<file path="config.mk">
export PLATFORM = sky130hd
export DESIGN_NAME = imem_load_arbiter
export DESIGN_NICKNAME = d
export VERILOG_FILES = /design/src/rtl/imem_load_arbiter_pkg.sv /design/src/rtl/imem_rr_arb2.sv /design/src/rtl/imem_load_arbiter.sv
export SDC_FILE = /design/constraint.sdc
export NUM_CORES = 1
export LEC_CHECK = 0
export BUFFER_PORTS_ARGS = -buffer_cell sky130_fd_sc_hd__buf_2
export CELL_PAD_IN_SITES_DETAIL_PLACEMENT = 1
export CELL_PAD_IN_SITES_GLOBAL_PLACEMENT = 1
export CORE_MARGIN = 2
export CORE_UTILIZATION = 26
export CTS_CLUSTER_SIZE = 14
export DETAILED_ROUTE_END_ITERATION = 8
export PLACE_DENSITY_LB_ADDON = 0.08
export SKIP_CTS_REPAIR_TIMING = 1
export SLEW_MARGIN = 20
export SYNTH_ARGS = -nofsm -noshare
export SYNTH_HDL_FRONTEND = slang
export SYNTH_SLANG_ARGS = --single-unit
</file>
<file path="constraint.sdc">
create_clock -name clk -period 1.75 [get_ports clk]
set_input_delay 0.0875 -clock clk [delete_from_list [all_inputs] [get_ports clk]]
set_output_delay 0.0875 -clock clk [all_outputs]
set_load 0.03 [all_outputs]
</file>
<file path="src/rtl/imem_load_arbiter_pkg.sv">
// imem_load_arbiter_pkg: shared encodings and sizes for the instruction-memory load arbiter
package imem_load_arbiter_pkg;
   typedef enum logic {LOAD = 1'b0, RUN = 1'b1} state_e;
   typedef enum logic {LOADER = 1'b0, FETCH = 1'b1} req_e;
   localparam int IMEM_DEPTH = 32;
   localparam int IMEM_AW = 5;
   localparam logic [31:0] NOP = 32'h0000_0013;
endpackage

</file>
<file path="src/rtl/imem_rr_arb2.sv">
// imem_rr_arb2: two-requester round-robin arbiter (loader vs fetch), active only when enabled
module imem_rr_arb2
   import imem_load_arbiter_pkg::*;
(
   input  logic clk,
   input  logic rst,
   input  logic en_i,
   input  logic req_ld_i,
   input  logic req_f_i,
   output logic gnt_ld_o,
   output logic gnt_f_o
);
   req_e fav_q, fav_d;
   logic contested;
   assign contested = en_i & req_ld_i & req_f_i;
   assign gnt_ld_o = en_i & req_ld_i & (!req_f_i | fav_q == LOADER);
   assign gnt_f_o = en_i & req_f_i & (!req_ld_i | fav_q == FETCH);
   // Favour flips only when both requesters collide; the first collision after reset goes to the loader
   always_comb fav_d = contested ? ((fav_q == LOADER) ? FETCH : LOADER) : fav_q;
   // Favoured-requester register
   always_ff @(posedge clk or negedge rst)
      if (!rst) fav_q <= LOADER;
      else fav_q <= fav_d;
endmodule

</file>
<file path="src/rtl/imem_load_arbiter.sv">
// imem_load_arbiter: boot-loads the 32-word IMEM then shares it between fetch and loader patches; optional checksum via IMEM_LOAD_CHKSUM_EN
module imem_load_arbiter
   import imem_load_arbiter_pkg::*;
#(
   parameter int DEPTH = IMEM_DEPTH,
   parameter int AW = IMEM_AW,
   parameter int DW = 32
) (
   input  logic          clk,
   input  logic          rst,
   input  logic          fetch_req,
   input  logic [31:0]   fetch_addr,
   output logic          fetch_gnt,
   output logic          fetch_rvalid,
   output logic [DW-1:0] fetch_rdata,
   output logic          fetch_err,
   output logic          cpu_stall,
   input  logic          ld_valid,
   input  logic [AW-1:0] ld_addr,
   input  logic [DW-1:0] ld_data,
   input  logic          ld_last,
   output logic          ld_ready,
   output logic          mem_we,
   output logic [AW-1:0] mem_addr,
   output logic [DW-1:0] mem_wdata,
   input  logic [DW-1:0] mem_rdata,
   output logic [DW-1:0] ld_chksum
);
   state_e        state_q;
   logic [AW-1:0] ptr_q;
   logic          stall_q, rvalid_q, err_q, err_d, run, gnt_ld, gnt_f, boot_acc;
   logic [DW-1:0] rdata_q, rdata_d;
   assign run = state_q == RUN;
   assign boot_acc = !run & ld_valid;
   imem_rr_arb2 u_arb (
      .clk      (clk),
      .rst      (rst),
      .en_i     (run),
      .req_ld_i (ld_valid),
      .req_f_i  (fetch_req),
      .gnt_ld_o (gnt_ld),
      .gnt_f_o  (gnt_f)
   );
   assign fetch_gnt = gnt_f;
   assign ld_ready = run ? gnt_ld : 1'b1;
   assign mem_we = run ? gnt_ld : ld_valid;
   assign mem_addr = !run ? ptr_q : gnt_ld ? ld_addr : fetch_addr[AW+1:2];
   assign mem_wdata = ld_data;
   assign cpu_stall = stall_q;
   assign fetch_rvalid = rvalid_q;
   assign fetch_rdata = rdata_q;
   assign fetch_err = err_q;
   // Misaligned or out-of-range fetches return zero with the error flag instead of memory data
   always_comb begin
      err_d = |fetch_addr[1:0] | |fetch_addr[31:AW+2];
      rdata_d = gnt_f ? (err_d ? '0 : mem_rdata) : rdata_q;
   end
   // Boot sequencer: fill words in order, leave LOAD on ld_last or the final word; pointer never wraps
   always_ff @(posedge clk or negedge rst)
      if (!rst) begin
         state_q <= LOAD;
         ptr_q <= '0;
         stall_q <= 1'b1;
      end else if (boot_acc) begin
         if (ld_last || ptr_q == AW'(DEPTH - 1)) begin
            state_q <= RUN;
            stall_q <= 1'b0;
         end else ptr_q <= ptr_q + AW'(1);
      end
   // Fetch response registers: one-cycle latency, data held on cycles without a grant
   always_ff @(posedge clk or negedge rst)
      if (!rst) begin
         rvalid_q <= 1'b0;
         err_q <= 1'b0;
         rdata_q <= '0;
      end else begin
         rvalid_q <= gnt_f;
         err_q <= gnt_f & err_d;
         rdata_q <= rdata_d;
      end
`ifdef IMEM_LOAD_CHKSUM_EN
   logic [DW-1:0] chksum_q;
   // XOR of every word accepted during boot; patches in RUN leave it untouched
   always_ff @(posedge clk or negedge rst)
      if (!rst) chksum_q <= '0;
      else if (boot_acc) chksum_q <= chksum_q ^ ld_data;
   assign ld_chksum = chksum_q;
`else
   assign ld_chksum = '0;
`endif
endmodule

</file>
==> summary.md, run 1 <==
| Metric | Value |
|---|---|
| Status | complete, but fails checks |
| Failing checks | setup timing |
| Reg2reg end | ptr_q[4]$_DFFE_PN0P_ |
| CTS H-tree depth | 2 |
| Routed vias/inst | 4.71 |
| CP Data Arrival Time | 1.95 ns |
| Worst Setup Slack, final | -0.0243 ns |
| Ys flop type | dfrtp_1 |
| Max Cap Viol | 0 |
| I/O Pins | 213 |
| Drt total wl | 9020 microns |
| Final period util | 101% |
| Die height | 110 microns |
| Worst-path cell chain | ha_2 -> and3_4 -> ha_4 -> nor4b_4 -> buf_4 -> mux2_4 |
| CTS sink cnt | 42 |
| Wire per inst | 17.9 microns |
| Hold Path Sink | fetch_rdata[4]$_DFFE_PN0N_ |
| Gr ovfl total | 0 |
| Number of buffers added on ports | 116 |
| Worst-margin pin slew | 0.581 ns |
| Initial core utilization | 26.7% |
| CP max stage delay | 0.39 ns |
| Area Overhead vs Synth | 23.1% |
| Post-synth top area cell | dfrtp_1 |
| Mux contribution to synthesized area | 0.777% |
| Pre-antenna DRT Iters | 4 |
| Final Instance Count excl. Fillers | 504 |
| DRC Markers | 0 |
| Fmax | 0.564 GHz |
| RSZ-0062 raised after global routing | true |
| Synthesized area | 0.00290 sq mm |
| R2r setup slk | -0.02 ns |
| Clk pin slew, worst setup/hold paths | 0.09 ns |
| Via count | 2372 |
| Die X | 110 microns |
| WHS Path Cells | 3 |
| Static leakage | 0.00179 uW |
| Post-synthesis compound-gate area fraction | 25.8% |
| CTS buffer count | 5 |
| Site Rows | 38 |
| Starting DRT DRC Count | 54 |
| Main combinational cell family by area after synthesis | compound AO/OA/AOI/OAI gates |
| Nets | 471 |
| GRT Util Overall | 14.5% |
| Antenna-violating nets left | 0 |
| Power per cell area | 721 mW/mm^2 |
| Post-synthesis async set-or-reset flop share | 100% |
| Hpwl dp | 5680 microns |
| Number of antenna violations at the first check in global routing | 1 |
| Synth Area in Simple Gates | 14.0% |
| Hold WS | 0.0503 ns |
| R2r startpoint | ptr_q[1]$_DFFE_PN0P_ |
| Core box area | 0.0108 sq mm |
| Min-Delay Startpoint | mem_rdata[4] |
| Placed cells | 489 |
| Worst path slowest cell | dfrtp_1 |
| Max transition margin | 61.2% |
| Clock root buffer master | clkbuf_8 |
| Yosys top cell area share | 35.4% |
| Max Slew Vio Count | 0 |
| Ant. Diodes | 0 |
| Crit Path Category | flip-flop to flip-flop |
| Leading cell types in the layout, fill and taps excluded | 113 x buf_2, 40 x dfrtp_1, 33 x o21ai_0, 32 x nand3b_1, 32 x conb_1 |
| FF+latch count, synth | 42 |
| EDFF count, synth | 0 |
| Worst-Skew Late Latency | 0.29 ns |
| XOR/XNOR Fraction of Synth Area | 1.21% |
| Worst Hold Class | primary input to flip-flop |
| Dpl cell area | 0.00334 sq mm |
| Max rail drop VDD | 0.290 mV |
| R2r worst-path depth | 6 |
| Fraction of layout cells with a size suffix above 1 | 50.8% |
| Setup Skew | 0.00600 ns |
| Largest net degree at the start of global routing | 43 |
| Yosys cell types | 34 |
| CP max FO | 5 |
| Crit path launch type | flip-flop |
| Die area | 0.0120 sq mm |
| Most common cell after layout, fill and taps aside | buf_2 |
| Finished Cell Area | 0.00357 sq mm |
| CTS tree | yes |
| Critical Path Sink Type | flip-flop |
| First-pass GRT wire length | 13400 microns |
| Synthesis warning total | 0 |
| Avg Synthesized Cell Area | 10.5 sq um |
| Setup violators final | 2 |
| Synth top area cells | dfrtp_1 35%, buf_4 17%, o41ai_2 16%, nand3b_1 8.3%, o21ai_0 5.7% |
| Vias in the first global route | 2471 |
| Final min period | 1.77 ns |
| Worst EP required | 1.93 ns |
| Cell count after synthesis | 277 |
| Register area share after synthesis | 36.3% |
| Gpl congestion | 0.716 |
| Final count of hold timing violations | 0 |
| Clock tree buffer depth | 2 |
| Adder-cell share of the synthesized area | 0.864% |
[metal layers]
metal	part of all wire [%]	GRT usage, %
met1	45	18.8
met2	48	24.4
met3	5.2	2.49
met4	1.1	4.70
met5	0.12	0
[synth_stat cells, drive strengths merged (2+ instances only)]
cell    count
nand4       3
nor2        4
mux2        2
inv         3
ha          2
nand3b     32
nand2       5
dfrtp      41
o41ai      32
o21ai      33
xnor2       3
nor4        6
a221o       4
buf        72
nor2b       5
o31a        2
clkbuf     15
[report_power, final]
part / internal [uW] / switching (uW) / total, uW
Combinational: 266 / 516 / 782
Sequential: 1010 / 29.2 / 1040
Clock: 399 / 355 / 754
Total: 1670 / 900 / 2570
[how the worst max path moves through the flow]
stage / startpoint / endpoint / slack [ns] / depth (start not counted)
final: ptr_q[1]$_DFFE_PN0P_ / ptr_q[4]$_DFFE_PN0P_ / -0.02 / 6
after global placement: ptr_q[0]$_DFFE_PN0P_ / ptr_q[4]$_DFFE_PN0P_ / -0.01 / 5
after floorplan: ptr_q[0]$_DFFE_PN0P_ / ptr_q[1]$_DFFE_PN0P_ / 0.02 / 5
after global routing: ptr_q[1]$_DFFE_PN0P_ / ptr_q[4]$_DFFE_PN0P_ / -0.10 / 6
after detailed placement: ptr_q[1]$_DFFE_PN0P_ / ptr_q[4]$_DFFE_PN0P_ / -0.05 / 5
after CTS: run$_DFFE_PN0P_ / mem_addr[0] / -0.07 / 5
[cell families after synthesis]
logic type	after synthesis
DFF	42
buffers and inverters	90
AOI/OAI and AO/OA	75
adders and majority gates	2
other	1
muxes	2
and+or+nand+nor	61
xor gates and xnor gates	4
[sequential cells by signal, summed over array words and instances (netlist names)]
signal and count:
cpu_stall 1, ptr_q 5, u_arb.fav_q 1, fetch_rvalid 1
fetch_err 1, fetch_rdata 32, run 1
[layout make-up]
type / count / area [sq um]
Fill cell: 1258 / 7270
Multi-Input combinational cell: 176 / 1410
Clock buffer: 8 / 110
Inverter: 3 / 11.3
Sequential cell: 42 / 1050
Tap cell: 140 / 175
Timing Repair Buffer: 135 / 808
[metrics by stage]
stage | util, % | setup TNS, ns | setup slack (ns) | total power [uW]
floorplan | - | 0 | 0.0216 | 1690
global placement | 30.9 | -0.0233 | -0.0119 | 1790
detailed placement | 30.9 | -0.119 | -0.0456 | 1800
CTS | 31.9 | -0.484 | -0.0719 | 2570
global route | 32.9 | -0.300 | -0.101 | 2710
finish | 32.9 | -0.0436 | -0.0243 | 2570
[worst max-delay path: cells and delay by family (launching register included)]
kind / cells / cell delay (ns)
mux: 1 / 0.30
flops: 1 / 0.39
buf+inv: 1 / 0.18
simple gates: 2 / 0.44
fa+ha+maj: 2 / 0.37
Note: power is estimated with default switching activity, not from simulation.
==> inputs of run 2 (changes only) <==
--- a/config.mk
+++ b/config.mk
@@ -7,9 +7,9 @@
 export LEC_CHECK = 0
 export BUFFER_PORTS_ARGS = -buffer_cell sky130_fd_sc_hd__buf_2
 export CELL_PAD_IN_SITES_DETAIL_PLACEMENT = 1
-export CELL_PAD_IN_SITES_GLOBAL_PLACEMENT = 1
+export CELL_PAD_IN_SITES_GLOBAL_PLACEMENT = 2
 export CORE_MARGIN = 2
-export CORE_UTILIZATION = 26
+export CORE_UTILIZATION = 20
 export CTS_CLUSTER_SIZE = 14
 export DETAILED_ROUTE_END_ITERATION = 8
 export PLACE_DENSITY_LB_ADDON = 0.08
==> constraint.sdc (replaced) <==
create_clock -name clk -period 1.75 [get_ports clk]
set_input_delay 0.35 -clock clk [delete_from_list [all_inputs] [get_ports clk]]
set_output_delay 0.35 -clock clk [all_outputs]
set_load 0.03 [all_outputs]
==> summary.md, run 2 (synthesized netlist as in run 1, its figures left out) <==
| Metric | Value |
|---|---|
| Final count of hold timing violations | 0 |
| Number of buffers added on ports | 116 |
| Setup violators final | 3 |
| Max reg flops | 32 |
| GRT Util Overall | 12.2% |
| Fraction of layout cells with a size suffix above 1 | 52.6% |
| Area Overhead vs Synth | 28.4% |
| CTS sink cnt | 42 |
| Worst-Skew Late Latency | 0.29 ns |
| DRC Markers | 0 |
| Pre-antenna DRT Iters | 4 |
| Highest Signal Layer | met4 |
| Worst slack at placement | -0.0451 ns |
| Max Slew Vio Count | 0 |
| Site Rows | 43 |
| Routed vias/inst | 4.32 |
| Die X | 124 microns |
| Static leakage | 0.00183 uW |
| First-pass GRT wire length | 15100 microns |
| Die area | 0.0155 sq mm |
| Critical Path Sink Type | output port |
| Most common cell after layout, fill and taps aside | buf_2 |
| CTS H-tree depth | 2 |
| Vias in the first global route | 2730 |
| Crit path launch type | flip-flop |
| Worst-margin pin slew | 0.524 ns |
| Die height | 124 microns |
| Power per cell area | 794 mW/mm^2 |
| RSZ-0062 raised after global routing | true |
| Nets | 474 |
| Leading cell types in the layout, fill and taps excluded | 110 x buf_2, 40 x dfrtp_1, 33 x o21ai_0, 32 x nand3b_1, 32 x conb_1 |
| Worst Hold Class | primary input to async pin |
| Setup Skew | 0.00610 ns |
| DR WL met2 | 4820 microns |
| CTS buffer count | 5 |
| Fmax | 0.569 GHz |
| Final period util | 100% |
| I/O Pins | 213 |
| Core box area | 0.0140 sq mm |
| Worst Setup Slack, final | -0.00793 ns |
| Crit Path Category | flip-flop to output port |
| Final min period | 1.76 ns |
| Max transition margin | 65.1% |
| Via count | 2363 |
| Met3 wire len | 445 microns |
| Ant. Diodes | 0 |
| Wire per inst | 17.2 microns |
| Antenna-violating nets left | 0 |
| Max Cap Viol | 0 |
| Clock tree buffer depth | 2 |
| CTS tree | yes |
| Worst EP required | 1.40 ns |
| Hpwl dp | 6660 microns |
| Status | complete, but fails checks |
| Clock root buffer master | clkbuf_16 |
| Gr ovfl total | 0 |
| Metal-1 WL | 4040 microns |
| CP Data Arrival Time | 1.41 ns |
| Total Power | 2950 uW |
| Drt total wl | 9400 microns |
| Gpl congestion | 0.719 |
| Max rail drop VDD | 0.302 mV |
| CP max FO | 4 |
| Failing checks | setup timing |
| Initial core utilization | 20.6% |
| Number of antenna violations at the first check in global routing | 0 |
| Clk pin slew, worst setup/hold paths | 0.06 ns |
| Starting DRT DRC Count | 81 |
| Largest net degree at the start of global routing | 34 |
| Final core occ | 26.5% |
| Hold WS | 0.0260 ns |
-- run 2: changes by cell type in the layout (fill, tap and decap cells not counted), moves of 2 or more --
cell / before / now
nand2_1: 4 / 2
buf_2: 113 / 110
buf_6: 2 / 5
clkbuf_8: 8 / 0
nand2_2: 1 / 3
buf_4: 13 / 19
clkbuf_16: 1 / 5
-- run 2: path summary, 6_finish.rpt --
kind / start / to / slack (ns) / cells past startpoint
worst max-delay path: u_arb.fav_q$_DFFE_PN0P_ / mem_addr[3] / -0.008 / 4
worst min-delay path: rst / fetch_rdata[11]$_DFFE_PN0N_ / 0.03 / 1
worst max register to register: ptr_q[0]$_DFFE_PN0P_ / ptr_q[1]$_DFFE_PN0P_ / 0 / 6
worst min register to register: cpu_stall$_DFFE_PN1P_ / cpu_stall$_DFFE_PN1P_ / 0.46 / 1
max in group asynchronous: rst / ptr_q[2]$_DFFE_PN0P_ / 1.19 / 2
min in group clk: mem_rdata[2] / fetch_rdata[2]$_DFFE_PN0N_ / 0.33 / 3
-- run 2: through the flow --
stage                     cell area (sq um)  setup TNS (ns)  std cells
after floorplan                        3040               0        308
after global placement                 3450        -0.00251        536
after detailed placement               3450          -0.134        536
after CTS                              3620          -0.988        544
after global routing                   3720          -0.323        547
final                                  3720         -0.0132        547
-- run 2: worst max-delay path, stage by stage (launching register included) --
cell     delay (ns)
dfrtp_1        0.40
and2_4         0.19
nor2_4         0.04
a221o_1        0.35
buf_6          0.14
-- run 2: layer usage --
| layer | global-route usage (%) | vias up |
|---|---|---|
| li1 | - | 1102 |
| met1 | 15.1 | 1168 |
| met2 | 21.3 | 83 |
| met3 | 2.75 | 10 |
| met4 | 3.17 | 0 |
| met5 | 0 | - |
-- run 2: power breakdown --
part	switching, uW	internal (uW)	total, uW
combinational	535	311	846
sequential	24.9	1010	1030
clock	399	674	1070
-- run 2: area by class of cell --
class	instances	area (sq um)
Clock buffer	6	129
Clock inverter	2	37.5
Fill cell	1625	10300
Inverter	3	11.3
Multi-Input combinational cell	176	1440
Sequential cell	42	1050
Tap cell	180	225
Timing Repair Buffer	138	830
